[src/rtl/edulent_pkg.sv]
// Shared types for the memory arbiter: access owners, FSM states
// and the round-robin helper.
package edulent_pkg;

    typedef enum logic {
        OWN_CPU = 1'b0,
        OWN_DBG = 1'b1
    } owner_e;

    typedef enum logic [1:0] {
        ST_IDLE   = 2'd0,
        ST_ACCESS = 2'd1,
        ST_RESP   = 2'd2
    } state_e;

    // DBG as the reset owner lets the CPU win the first tie
    localparam owner_e RST_LAST_OWNER = OWN_DBG;

    function automatic owner_e other_owner(input owner_e o);
        return (o == OWN_CPU) ? OWN_DBG : OWN_CPU;
    endfunction

endpackage

[src/rtl/mem_arbiter_if.sv]
// Requester, debug-loader and memory-side signals of the arbiter.
// slave = arbiter side, master = environment side.
interface mem_arbiter_if #(
    parameter int ADDR_W = 8,
    parameter int DATA_W = 8
);
    logic              i_cpu_req;
    logic              i_cpu_we;
    logic [ADDR_W-1:0] i_cpu_addr;
    logic [DATA_W-1:0] i_cpu_wdata;

    logic              i_dbg_req;
    logic              i_dbg_we;
    logic [ADDR_W-1:0] i_dbg_addr;
    logic [DATA_W-1:0] i_dbg_wdata;
    logic              i_dbg_halt;

    logic              o_cpu_gnt;
    logic              o_dbg_gnt;
    logic              o_cpu_done;
    logic              o_dbg_done;
    logic [DATA_W-1:0] o_rdata;

    logic [ADDR_W-1:0] o_mem_addr;
    logic [DATA_W-1:0] o_mem_data_write;
    logic              o_mem_write_enable;
    logic [DATA_W-1:0] i_mem_data_read;

    modport slave (
        input  i_cpu_req, i_cpu_we, i_cpu_addr, i_cpu_wdata,
        input  i_dbg_req, i_dbg_we, i_dbg_addr, i_dbg_wdata,
        input  i_dbg_halt, i_mem_data_read,
        output o_cpu_gnt, o_dbg_gnt, o_cpu_done, o_dbg_done,
        output o_rdata, o_mem_addr, o_mem_data_write,
        output o_mem_write_enable
    );

    modport master (
        output i_cpu_req, i_cpu_we, i_cpu_addr, i_cpu_wdata,
        output i_dbg_req, i_dbg_we, i_dbg_addr, i_dbg_wdata,
        output i_dbg_halt, i_mem_data_read,
        input  o_cpu_gnt, o_dbg_gnt, o_cpu_done, o_dbg_done,
        input  o_rdata, o_mem_addr, o_mem_data_write,
        input  o_mem_write_enable
    );

endinterface

[src/rtl/rr_pick2.sv]
// Two-way round-robin pick between CPU and debug requests.
// On a tie the requester that did not win last time is chosen.
module rr_pick2
    import edulent_pkg::*;
(
    input  logic   i_cpu_el,
    input  logic   i_dbg_el,
    input  owner_e i_last,
    output logic   o_vld,
    output owner_e o_win
);

    always_comb begin
        o_vld = i_cpu_el | i_dbg_el;
        o_win = OWN_CPU;
        if (i_cpu_el && i_dbg_el) begin
            o_win = other_owner(i_last);
        end else if (i_dbg_el) begin
            o_win = OWN_DBG;
        end
    end

endmodule

[src/rtl/mem_arbiter.sv]
// Arbitrates CPU and debug-loader accesses onto one synchronous
// single-port memory, one access in flight (IDLE -> ACCESS -> RESP).
module mem_arbiter
    import edulent_pkg::*;
#(
    parameter int ADDR_W = 8,
    parameter int DATA_W = 8
) (
    input  logic          i_clk,
    input  logic          i_rstn,
    mem_arbiter_if.slave  bus
);

    state_e            state_q, state_d;
    owner_e            owner_q, owner_d;
    owner_e            last_q, last_d;
    logic              we_q, we_d;
    logic [ADDR_W-1:0] addr_q, addr_d;
    logic [DATA_W-1:0] wdata_q, wdata_d;

    logic              cpu_el;
    logic              dbg_el;
    logic              pick_vld;
    owner_e            pick_own;

    logic              cpu_gnt;
    logic              dbg_gnt;
    logic              cpu_done;
    logic              dbg_done;
    logic              mem_we;
    logic [DATA_W-1:0] rdata;

    // A halted CPU is simply invisible to the picker
    assign cpu_el = bus.i_cpu_req & ~bus.i_dbg_halt;
    assign dbg_el = bus.i_dbg_req;

    rr_pick2 u_pick (
        .i_cpu_el (cpu_el),
        .i_dbg_el (dbg_el),
        .i_last   (last_q),
        .o_vld    (pick_vld),
        .o_win    (pick_own)
    );

    always_comb begin
        state_d  = state_q;
        owner_d  = owner_q;
        last_d   = last_q;
        we_d     = we_q;
        addr_d   = addr_q;
        wdata_d  = wdata_q;
        cpu_gnt  = 1'b0;
        dbg_gnt  = 1'b0;
        cpu_done = 1'b0;
        dbg_done = 1'b0;
        mem_we   = 1'b0;
        rdata    = '0;

        unique case (state_q)
            ST_IDLE: begin
                // Grant is combinational, so keep it quiet in reset
                if (pick_vld && i_rstn) begin
                    owner_d = pick_own;
                    last_d  = pick_own;
                    state_d = ST_ACCESS;
                    if (pick_own == OWN_DBG) begin
                        we_d    = bus.i_dbg_we;
                        addr_d  = bus.i_dbg_addr;
                        wdata_d = bus.i_dbg_wdata;
                        dbg_gnt = 1'b1;
                    end else begin
                        we_d    = bus.i_cpu_we;
                        addr_d  = bus.i_cpu_addr;
                        wdata_d = bus.i_cpu_wdata;
                        cpu_gnt = 1'b1;
                    end
                end
            end
            ST_ACCESS: begin
                mem_we  = we_q;
                state_d = ST_RESP;
            end
            ST_RESP: begin
                state_d = ST_IDLE;
                if (owner_q == OWN_DBG) begin
                    dbg_done = 1'b1;
                end else begin
                    cpu_done = 1'b1;
                end
                if (!we_q) begin
                    rdata = bus.i_mem_data_read;
                end
            end
            default: begin
                state_d = ST_IDLE;
            end
        endcase
    end

    always_ff @(posedge i_clk or negedge i_rstn) begin
        if (!i_rstn) begin
            state_q <= ST_IDLE;
            owner_q <= OWN_CPU;
            last_q  <= RST_LAST_OWNER;
            we_q    <= 1'b0;
            addr_q  <= '0;
            wdata_q <= '0;
        end else begin
            state_q <= state_d;
            owner_q <= owner_d;
            last_q  <= last_d;
            we_q    <= we_d;
            addr_q  <= addr_d;
            wdata_q <= wdata_d;
        end
    end

    assign bus.o_cpu_gnt          = cpu_gnt;
    assign bus.o_dbg_gnt          = dbg_gnt;
    assign bus.o_cpu_done         = cpu_done;
    assign bus.o_dbg_done         = dbg_done;
    assign bus.o_rdata            = rdata;
    assign bus.o_mem_write_enable = mem_we;
    assign bus.o_mem_addr         = addr_q;
    assign bus.o_mem_data_write   = wdata_q;

endmodule

[src/flat_wrapper.sv]
// flat-port wrapper written by rule: the top's interface ports become plain ports
module mem_arbiter_flat import edulent_pkg::*;
#(
    parameter int ADDR_W = 8,
    parameter int DATA_W = 8
)
  (i_clk, i_rstn, bus_i_cpu_req, bus_i_cpu_we, bus_i_cpu_addr, bus_i_cpu_wdata, bus_i_dbg_req, bus_i_dbg_we, bus_i_dbg_addr, bus_i_dbg_wdata, bus_i_dbg_halt, bus_i_mem_data_read, bus_o_cpu_gnt, bus_o_dbg_gnt, bus_o_cpu_done, bus_o_dbg_done, bus_o_rdata, bus_o_mem_addr, bus_o_mem_data_write, bus_o_mem_write_enable);
  mem_arbiter_if #(.ADDR_W(ADDR_W), .DATA_W(DATA_W)) bus_i ();
  input  logic i_clk;
  input  logic i_rstn;
  input wire logic [$bits(bus_i.i_cpu_req)-1:0] bus_i_cpu_req;
  input wire logic [$bits(bus_i.i_cpu_we)-1:0] bus_i_cpu_we;
  input wire logic [$bits(bus_i.i_cpu_addr)-1:0] bus_i_cpu_addr;
  input wire logic [$bits(bus_i.i_cpu_wdata)-1:0] bus_i_cpu_wdata;
  input wire logic [$bits(bus_i.i_dbg_req)-1:0] bus_i_dbg_req;
  input wire logic [$bits(bus_i.i_dbg_we)-1:0] bus_i_dbg_we;
  input wire logic [$bits(bus_i.i_dbg_addr)-1:0] bus_i_dbg_addr;
  input wire logic [$bits(bus_i.i_dbg_wdata)-1:0] bus_i_dbg_wdata;
  input wire logic [$bits(bus_i.i_dbg_halt)-1:0] bus_i_dbg_halt;
  input wire logic [$bits(bus_i.i_mem_data_read)-1:0] bus_i_mem_data_read;
  output wire logic [$bits(bus_i.o_cpu_gnt)-1:0] bus_o_cpu_gnt;
  output wire logic [$bits(bus_i.o_dbg_gnt)-1:0] bus_o_dbg_gnt;
  output wire logic [$bits(bus_i.o_cpu_done)-1:0] bus_o_cpu_done;
  output wire logic [$bits(bus_i.o_dbg_done)-1:0] bus_o_dbg_done;
  output wire logic [$bits(bus_i.o_rdata)-1:0] bus_o_rdata;
  output wire logic [$bits(bus_i.o_mem_addr)-1:0] bus_o_mem_addr;
  output wire logic [$bits(bus_i.o_mem_data_write)-1:0] bus_o_mem_data_write;
  output wire logic [$bits(bus_i.o_mem_write_enable)-1:0] bus_o_mem_write_enable;
  assign bus_i.i_cpu_req = bus_i_cpu_req;
  assign bus_i.i_cpu_we = bus_i_cpu_we;
  assign bus_i.i_cpu_addr = bus_i_cpu_addr;
  assign bus_i.i_cpu_wdata = bus_i_cpu_wdata;
  assign bus_i.i_dbg_req = bus_i_dbg_req;
  assign bus_i.i_dbg_we = bus_i_dbg_we;
  assign bus_i.i_dbg_addr = bus_i_dbg_addr;
  assign bus_i.i_dbg_wdata = bus_i_dbg_wdata;
  assign bus_i.i_dbg_halt = bus_i_dbg_halt;
  assign bus_i.i_mem_data_read = bus_i_mem_data_read;
  assign bus_o_cpu_gnt = bus_i.o_cpu_gnt;
  assign bus_o_dbg_gnt = bus_i.o_dbg_gnt;
  assign bus_o_cpu_done = bus_i.o_cpu_done;
  assign bus_o_dbg_done = bus_i.o_dbg_done;
  assign bus_o_rdata = bus_i.o_rdata;
  assign bus_o_mem_addr = bus_i.o_mem_addr;
  assign bus_o_mem_data_write = bus_i.o_mem_data_write;
  assign bus_o_mem_write_enable = bus_i.o_mem_write_enable;
  mem_arbiter #(.ADDR_W(ADDR_W), .DATA_W(DATA_W)) u_core (.i_clk(i_clk), .i_rstn(i_rstn), .bus(bus_i));
endmodule
[config.mk]
export PLATFORM = sky130hd
export DESIGN_NAME = mem_arbiter_flat
export DESIGN_NICKNAME = d
export VERILOG_FILES = /design/src/rtl/edulent_pkg.sv /design/src/rtl/mem_arbiter_if.sv /design/src/rtl/rr_pick2.sv /design/src/rtl/mem_arbiter.sv /design/src/flat_wrapper.sv
export SDC_FILE = /design/constraint.sdc
export NUM_CORES = 1
export LEC_CHECK = 0
export ABC_AREA = 1
export ABC_CLOCK_PERIOD_IN_PS = 1400
export CAP_MARGIN = 5
export CORE_MARGIN = 2
export CORE_UTILIZATION = 55
export DETAILED_ROUTE_END_ITERATION = 16
export DONT_BUFFER_PORTS = 1
export HOLD_SLACK_MARGIN = 0.15
export PLACE_DENSITY = 0.73
export REMOVE_ABC_BUFFERS = 1
export SYNTH_ARGS = -nofsm -noshare
export SYNTH_HDL_FRONTEND = slang
export SYNTH_SLANG_ARGS = --single-unit
export TNS_END_PERCENT = 20
[constraint.sdc]
create_clock -name i_clk -period 1.4 [get_ports i_clk]
set_clock_uncertainty 0.05 [all_clocks]
set_input_delay 0.35 -clock i_clk [delete_from_list [all_inputs] [get_ports i_clk]]
set_output_delay 0.35 -clock i_clk [all_outputs]
set_load 0.03 [all_outputs]
==> run_results.csv, run 1 <==
group,metric,value,unit
worst_setup_path,worstPathRequired,1.00,ns
worst_setup_path,cp_slowest_cell,"dfstp_2",
timing,slew_viol_final,0,
layout,syn2layout_area_growth,32.0,%
worst_setup_path,r2r_setup_slack,-0.01,ns
grt,grt_first_pass_wirelength,5260,um
die,die_w,50.9,um
detailed_routing,wl_per_cell,15.5,um
grt,grt-ovfl-total,0,
detailed_routing,via_per_inst,5.40,
timing,setup-violations-final,15,
die,fp.dieArea,2590,um^2
clock_network,cts_tree,"done",
power_and_ir_drop,power_density,1220,nW/um^2
run_status,violations,"setup timing",
timing,min_period,1.72,ns
timing,fin_setup_tns,-3.49,ns
timing,max_freq,581,MHz
synth,synth_area_leader_cell,"dfrtp_1",
clock_network,cts.path.max_buffers,2,
detailed_routing,drt_iter0_markers,26,
timing,fin_crit_sh,1.23,
clock_network,htree_levels,1,
power_and_ir_drop,peakVddDrop,0.000802,V
worst_setup_path,rr_worst_depth,9,
grt,grt_pass1_vias,1190,
timing,tightestPinTransition,0.964,ns
synth,ys_ff_latch,21,
synth,synthDistinctLibCells,17,
layout,drive_gt1_frac,0.315,
grt,antenna_found_initial,0,
worst_setup_path,cp_max_fo,2,
clock_network,worstSkewPairLatency,0.30,ns
place,hpwl,2140,um
synth,synthCells,174,
timing,hold-worst-slack,0.190,ns
grt,grt_max_degree,22,
hold_path,hold_end,"u_core.we_q",
die,die_y,50.9,um
timing,setup_ws,-0.320,ns
detailed_routing,remaining_drc_errors,0,
synth,ys_warn_count,0,
clock_network,cts_sinks,21,
grt,met2_usage,0.478,
layout,nFillCells,135,
timing,rsz0062_at_grt,"yes",
layout,layout.nets,248,
worst_setup_path,cp.arrival,1.32,ns
hold_path,min-delay-path-class,"in -> reg",
detailed_routing,num_vias,1226,
synth,seq_area_frac_synth,0.436,
synth,synthesis.area,1210,um^2
die,coreArea,2020,um^2
worst_setup_path,cp_cell_sequence,"nand3_4 -> nand2_4 -> inv_4 -> nor2_2 -> buf_6",
synth,yosys-top-cells-area,"dfrtp_1 (41%), nand2_1 (31%), nand3_1 (7.0%)",
worst_setup_path,crit_path_start_kind,"flop",
hold_path,min_path_cells,4,
worst_setup_path,crit_type,"reg -> out",
worst_setup_path,regToRegStartpoint,"u_core.last_q",
power_and_ir_drop,leakage,0.879,nW
die,std_cell_rows,16,
layout,regArea,527,um^2
worst_setup_path,max_stage_delay,0.57,ns
worst_setup_path,worstReg2RegEnd,"u_core.bus.o_mem_data_write[0]",
detailed_routing,routed_wl,3510,um
clock_network,clk_pin_slew,0.12,ns
grt,top_usage_layer,"met2",
detailed_routing,dr.pass1.iters,4,
clock_network,cts_root_buffer,"clkbuf_4",
die,io_pins,76,
run_status,status,"complete, but fails checks",
hold_path,hold_start,"bus_i_cpu_we",
place,portBuffers,0,
grt,met3_usage,0.0526,
layout,final_common_cell,"nand2_1",
layout,layout_common_cells,"nand2_1 (94), dfrtp_1 (20), nand3_1 (17)",
layout,antenna_cells,0,
die,start_util,0.597,
worst_setup_path,cp-end-kind,"primary output",
place,place_congestion,0.693,
grt,grt_use_total,0.268,
timing,slew_headroom,0.357,
run,maxCapViolations,0,
timing,hold_viol_final,0,
grt,met1_usage,0.333,
detailed_routing,antenna_left,0,
layout,multiInputGateArea,684,um^2
synth,yosysTopAreaCellShare,0.415,
clock_network,cts_inserted_buffers,3,
synth,avgSynthCellArea,6.94,um^2
sequential cells by signal, indices dropped and copies added (netlist names):
signal,flops
u_core.we_q,1
u_core.state_q,2
u_core.last_q,1
u_core.bus.o_mem_data_write,8
u_core.owner_q,1
u_core.bus.o_mem_addr,8
kinds of logic (layout without fill, tap and decap cells):
family / Yosys count / after routing / share of synthesized area
and+or+nand+nor: 137 / 137 / 0.488
buffers and inverters: 16 / 42 / 0.0756
DFF: 21 / 21 / 0.436
worst max-delay path, delay by kind of cell, from the launching register on:
| kind | cells | cell delay (ns) |
|---|---|---|
| simple gates | 3 | 0.27 |
| buf+inv | 2 | 0.18 |
| flops | 1 | 0.57 |
per-stage QoR:
| step | total power, mW | worst slack [ns] | utilization | std cells | cell area, um^2 |
|---|---|---|---|---|---|
| floorplan | 1.36 | -0.635 | - | 167 | 1150 |
| global placement | 1.48 | 0.000825 | 0.667 | 216 | 1350 |
| detailed placement | 1.51 | -0.0515 | 0.667 | 216 | 1350 |
| CTS | 1.84 | -0.318 | 0.714 | 223 | 1440 |
| global route | 2.06 | -0.387 | 0.788 | 227 | 1590 |
| finish | 1.94 | -0.320 | 0.788 | 227 | 1590 |
worst max path at each step:
stage | slack, ns | end | cells after the start | start
after floorplan | -0.64 | bus_o_cpu_gnt | 5 | bus_i_dbg_halt
after global placement | 0.0008 | bus_o_cpu_gnt | 5 | u_core.last_q
after detailed placement | -0.05 | bus_o_rdata[0] | 5 | u_core.state_q[1]
after CTS | -0.32 | bus_o_dbg_gnt | 5 | u_core.last_q
after global routing | -0.39 | bus_o_cpu_gnt | 5 | u_core.state_q[1]
final | -0.32 | bus_o_cpu_gnt | 5 | u_core.last_q
where the power goes:
group	switching, mW	total, mW	internal (mW)	leakage, nW
registers	0.328	1.07	0.741	0.263
clock network	0.183	0.289	0.106	0.0177
logic	0.348	0.579	0.231	0.599
Yosys cell counts:
cell type  count
nor3_1         1
inv_2          1
nor2_8         1
nand2_1       99
inv_1          6
buf_2          4
nand4_1        1
nand3_1       17
clkinv_1       2
dfrtp_1       20
dfstp_2        1
nand2_4        2
nand2_2        2
buf_8          1
nor2_1        13
buf_6          2
nand3_4        1
cell type report:
| class | instances | area share |
|---|---|---|
| multi-input combinational | 137 | 0.429 |
| sequential | 21 | 0.330 |
| timing repair buffer | 28 | 0.171 |
| inverter | 9 | 0.0267 |
| tap | 27 | 0.0212 |
| clock buffer | 3 | 0.0141 |
| timing repair inverter | 1 | 0.00392 |
| clock inverter | 1 | 0.00314 |
per-layer routing:
layer  vias to the layer above  share of wire
met2                        53           0.53
li1                        583              -
met5                         -              0
met1                       584           0.39
met3                         6          0.071
met4                         0          0.016
timing repair:
action / CTS / global route
resized for setup: 16 / 37
pin swaps: 6 / 8
hold endpoints to repair: 21 / 0
gates cloned: 1 / 0
endpoints found under the setup margin: 13 / 46
setup buffers: 1 / 4
hold buffers: 1 / 0
(Power assumes the default switching activity.)
==> run 2: changes to the inputs <==
Settings changed: ABC_CLOCK_PERIOD_IN_PS 1400 to 1800, CORE_MARGIN 2 to 5, CORE_UTILIZATION 55 to 60, PLACE_DENSITY 0.73 to 0.76, SLEW_MARGIN set to 20.
Clock period 1.4 ns to 1.8 ns, I/O delays scaled along.
==> run 2 against run 1 <==
The flow still finishes with violations (setup timing). Non-clock buffer count fell by 10. Sequential power fell by 23%. Power fell by 28%. Sequential share of layout area rose by 4.9 points. Die area rose by 16%. Register-to-register slack improved by 0.50 ns. Global-route usage fell by 5.6 points. Routed wire length fell by 14%. Cell area fell by 13%. Hold slack improved by 0.093 ns. Critical endpoint unchanged. Highest routed layer unchanged.
==> run_results.csv, run 2 (synthesized netlist as in run 1, its figures left out) <==
group,metric,value,unit
timing,hold_viol_final,0,
timing,fin_crit_sh,1.03,
detailed_routing,via_per_inst,5.30,
grt,antenna_found_initial,0,
clock_network,cts_sinks,21,
place,pre_cts_ws,0.160,ns
clock_network,cts_tree,"done",
grt,grt_first_pass_wirelength,4550,um
worst_setup_path,cp_slowest_cell,"dfstp_2",
clock_network,cts.path.max_buffers,2,
layout,drive_gt1_frac,0.211,
layout,syn2layout_area_growth,15.0,%
grt,grt_max_degree,22,
layout,layout.nets,238,
run_status,violations,"setup timing",
timing,max_freq,542,MHz
worst_setup_path,worstPathRequired,1.30,ns
place,dp_cells,210,
power_and_ir_drop,power_density,1000,nW/um^2
timing,tightestPinTransition,0.931,ns
timing,rsz0062_at_grt,"yes",
run_status,status,"complete, but fails checks",
die,die_w,54.9,um
die,coreArea,1940,um^2
worst_setup_path,cp_cell_sequence,"nand3_4 -> nand2_2 -> inv_2 -> nor2_4 -> buf_6",
worst_setup_path,cp.arrival,1.35,ns
layout,fin_cells,217,
worst_setup_path,cp_max_fo,2,
grt,grt_pass1_vias,1085,
detailed_routing,num_vias,1150,
worst_setup_path,crit_path_start_kind,"flop",
hold_path,min-delay-path-class,"in -> reg",
layout,antenna_cells,0,
die,start_util,0.622,
detailed_routing,dr.pass1.iters,6,
timing,min_period,1.85,ns
place,portBuffers,0,
place,place_congestion,0.678,
die,std_cell_rows,16,
die,io_pins,76,
layout,stdcell_area,1390,um^2
grt,grt_use_total,0.212,
detailed_routing,antenna_left,0,
power_and_ir_drop,leakage,0.802,nW
grt,grt-ovfl-total,0,
run,maxCapViolations,0,
layout,nFillCells,171,
power_and_ir_drop,finalPower,1.39,mW
clock_network,worstSkewPairLatency,0.30,ns
layout,final_common_cell,"nand2_1",
worst_setup_path,cp-end-kind,"primary output",
clock_network,cts_inserted_buffers,3,
timing,slew_viol_final,0,
timing,setup-violations-final,1,
die,die_y,54.9,um
layout,layout_common_cells,"nand2_1 (98), dfrtp_1 (20), nand3_1 (17)",
detailed_routing,wl_per_cell,13.9,um
detailed_routing,routed_wl,3010,um
timing,slew_headroom,0.378,
clock_network,htree_levels,1,
detailed_routing,drt_iter0_markers,15,
clock_network,cts_root_buffer,"clkbuf_4",
timing,setup_ws,-0.0452,ns
detailed_routing,remaining_drc_errors,0,
place,hpwl,2170,um
worst_setup_path,critPathBufInv,2,
timing,hold-worst-slack,0.283,ns
die,fp.dieArea,3010,um^2
clock_network,clk_pin_slew,0.11,ns
worst_setup_path,max_stage_delay,0.57,ns
worst_setup_path,path_delay_family,"flip-flops",
timing,fin_setup_tns,-0.0452,ns
worst_setup_path,crit_type,"reg -> out",
place,place_area,1300,um^2
layout,finalCoreUtilization,0.715,
power_and_ir_drop,peakVddDrop,0.000774,V
run 2: cell types whose count changed in the layout (fill, tap and decap cells not counted), sizes merged:
cell,change
dlygate4sd3,+1
buf,-10
dlymetal6s4s,-1
run 2: layout make-up:
class,instances,area [um^2],share of cell area
clock buffer,3,22.5,0.0162
multi-input combinational,137,609,0.439
sequential,21,527,0.379
tap,27,33.8,0.0243
inverter,9,42.5,0.0306
clock inverter,1,5.00,0.00360
timing repair buffer,18,145,0.105
timing repair inverter,1,3.75,0.00270
run 2: worst reg2reg max path: stages (launching register included):
cell,delay (ns)
dfstp_2,0.57
nand3_4,0.08
nand2_2,0.08
buf_4,0.22
nand2_1,0.09
nand2_1,0.07
nand2_1,0.05
nand2_1,0.05
run 2: timing repair:
| item | 4_1_cts | 5_1_grt |
|---|---|---|
| pin swaps | 1 | 3 |
| setup buffers | 0 | 1 |
| gates cloned | 0 | 1 |
| hold buffers | 1 | 0 |
| setup endpoints to repair | 12 | 13 |
| hold endpoints to repair | 21 | 0 |
| resized for setup | 2 | 15 |
run 2: worst paths after layout:
kind / from / to / slack, ns / depth (start not counted)
worst max-delay path: u_core.last_q / bus_o_cpu_gnt / -0.05 / 5
worst min-delay path: bus_i_cpu_wdata[0] / u_core.bus.o_mem_data_write[0] / 0.28 / 4
worst max register to register: u_core.last_q / u_core.bus.o_mem_data_write[6] / 0.49 / 7
worst min register to register: u_core.last_q / u_core.last_q / 0.45 / 2
max in group asynchronous: i_rstn / u_core.bus.o_mem_data_write[3] / 0.46 / 1
min in group asynchronous: i_rstn / u_core.bus.o_mem_addr[5] / 0.67 / 1
run 2: report_power, final:
part,total (mW),switching [mW],internal (mW)
logic,0.343,0.217,0.126
registers,0.828,0.252,0.577
clock network,0.222,0.139,0.0829
total,1.39,0.608,0.786
run 2: layer usage:
layer	share of wire	up-vias	GRT usage
met5	0	-	0
met2	0.49	42	0.374
met4	0.024	0	0.0747
li1	-	564	-
met3	0.084	9	0.0572
met1	0.40	535	0.242
==> run 3: changes to the inputs <==
Settings changed: ABC_CLOCK_PERIOD_IN_PS 1800 to 1950.
Clock period 1.8 ns to 1.95 ns, I/O delays scaled along.
==> run 3 against run 2 <==
The flow now finishes without violations. Register-to-register slack gained 0.15 ns. Final cell count shrank 0.46%. Cell area shrank 2.3%. Critical path depth is the same. Setup slack gained 0.12 ns. Critical endpoint is now bus_o_dbg_gnt. Largest cell class unchanged. Highest routed layer unchanged.
==> run_results.csv, run 3 (synthesized netlist as in run 1, its figures left out) <==
group,metric,value,unit
hold_path,min-delay-path-class,"in -> reg",
place,hpwl,2180,um
grt,grt_first_pass_wirelength,4580,um
clock_network,cts_sinks,21,
place,dp_cells,210,
timing,tightestPinTransition,0.924,ns
grt,grt_pass1_vias,1051,
clock_network,htree_levels,1,
detailed_routing,num_vias,1131,
layout,final_common_cell,"nand2_1",
timing,fin_crit_sh,0.960,
worst_setup_path,cp_slowest_cell,"dfrtp_1",
power_and_ir_drop,peakVddDrop,0.000610,V
grt,antenna_found_initial,0,
die,start_util,0.622,
detailed_routing,dr.pass1.iters,5,
timing,slew_viol_final,0,
place,place_area,1300,um^2
die,io_pins,76,
worst_setup_path,cp_max_fo,3,
place,portBuffers,0,
layout,syn2layout_area_growth,12.3,%
die,coreArea,1940,um^2
worst_setup_path,crit_type,"reg -> out",
detailed_routing,antenna_left,0,
clock_network,cts_inserted_buffers,3,
layout,antenna_cells,0,
detailed_routing,drt_iter0_markers,11,
grt,grt-ovfl-total,0,
timing,fin_setup_tns,0,ns
timing,setup-violations-final,0,
place,place_congestion,0.677,
worst_setup_path,crit_path_start_kind,"flop",
die,die_w,54.9,um
layout,fin_cells,216,
worst_setup_path,critPathBufInv,2,
run,maxCapViolations,0,
clock_network,cts.path.max_buffers,2,
power_and_ir_drop,power_density,940,nW/um^2
layout,layout.nets,237,
timing,rsz0062_at_grt,"yes",
clock_network,cts_tree,"done",
die,fp.dieArea,3010,um^2
layout,stdcell_area,1360,um^2
layout,finalCoreUtilization,0.698,
place,pre_cts_ws,0.230,ns
clock_network,cts_root_buffer,"clkbuf_4",
run_status,status,"completed",
worst_setup_path,cp.arrival,1.34,ns
clock_network,post_cts_buffers,0,
timing,hold-worst-slack,0.321,ns
power_and_ir_drop,finalPower,1.27,mW
power_and_ir_drop,leakage,0.794,nW
layout,drive_gt1_frac,0.169,
detailed_routing,routed_wl,2910,um
worst_setup_path,path_delay_family,"flip-flops",
detailed_routing,wl_per_cell,13.5,um
clock_network,clk_pin_slew,0.13,ns
timing,hold_viol_final,0,
layout,layout_common_cells,"nand2_1 (99), dfrtp_1 (20), nand3_1 (17)",
worst_setup_path,cp_cell_sequence,"inv_1 -> nand2_1 -> nor2_8 -> nand2_2 -> inv_2",
timing,min_period,1.87,ns
clock_network,worstSkewPairLatency,0.30,ns
die,die_y,54.9,um
timing,setup_ws,0.0771,ns
detailed_routing,remaining_drc_errors,0,
worst_setup_path,cp-end-kind,"primary output",
die,std_cell_rows,16,
grt,grt_use_total,0.209,
timing,slew_headroom,0.382,
worst_setup_path,max_stage_delay,0.42,ns
detailed_routing,via_per_inst,5.24,
timing,max_freq,534,MHz
grt,grt_max_degree,22,
worst_setup_path,worstPathRequired,1.41,ns
[run 3: cell count changes in the layout (fill, tap and decap cells not counted)]
cell / previous run / this run
inv_1: 2 / 5
buf_6: 2 / 0
inv_2: 5 / 3
inv_4: 2 / 0
nor2_1: 10 / 12
buf_4: 15 / 16
clkinv_1: 0 / 1
nand2_1: 98 / 99
nand2_2: 3 / 2
nor2_2: 1 / 0
nor2_4: 2 / 1
[run 3: final cells by class]
type / instances / area, um^2
Inverter: 9 / 35.0
Clock buffer: 3 / 22.5
Multi-Input combinational cell: 137 / 597
Fill cell: 174 / 586
Clock inverter: 1 / 7.51
Timing Repair Buffer: 17 / 130
Timing Repair inverter: 1 / 3.75
Tap cell: 27 / 33.8
Sequential cell: 21 / 527
[run 3: worst register-to-register path, stage by stage, from the launching register on]
cell and delay (ns):
dfrtp_1 0.42, inv_1 0.13, nand2_1 0.15, nor2_8 0.14, buf_4 0.22, nand2_1 0.09, nand2_1 0.06
[run 3: power by group]
part	switching [mW]	internal [mW]	total, mW
clock network	0.134	0.0780	0.212
logic	0.193	0.109	0.302
registers	0.229	0.532	0.761
[run 3: repair_timing]
action	CTS	global route
endpoints found under the hold margin	21	0
gates cloned	0	1
setup endpoints to repair	10	11
pin swaps	0	1
resized for setup	1	4
hold buffers	1	0
[run 3: worst paths after layout]
path / startpoint / endpoint / slack (ns) / depth (start not counted)
max: u_core.state_q[1] / bus_o_dbg_gnt / 0.08 / 5
min: bus_i_cpu_wdata[0] / u_core.bus.o_mem_data_write[0] / 0.32 / 4
max reg2reg: u_core.state_q[1] / u_core.bus.o_mem_addr[5] / 0.64 / 6
min reg2reg: u_core.state_q[1] / u_core.state_q[1] / 0.42 / 1
max in group asynchronous: i_rstn / u_core.we_q / 0.58 / 1
min in group asynchronous: i_rstn / u_core.bus.o_mem_data_write[2] / 0.70 / 1
[run 3: routing by layer]
layer	part of all wire	routed length (um)	global-route usage
met5	0	0	0
met1	0.40	1160	0.255
met3	0.083	242	0.0599
met4	0.0045	13	0.0498
met2	0.51	1500	0.360
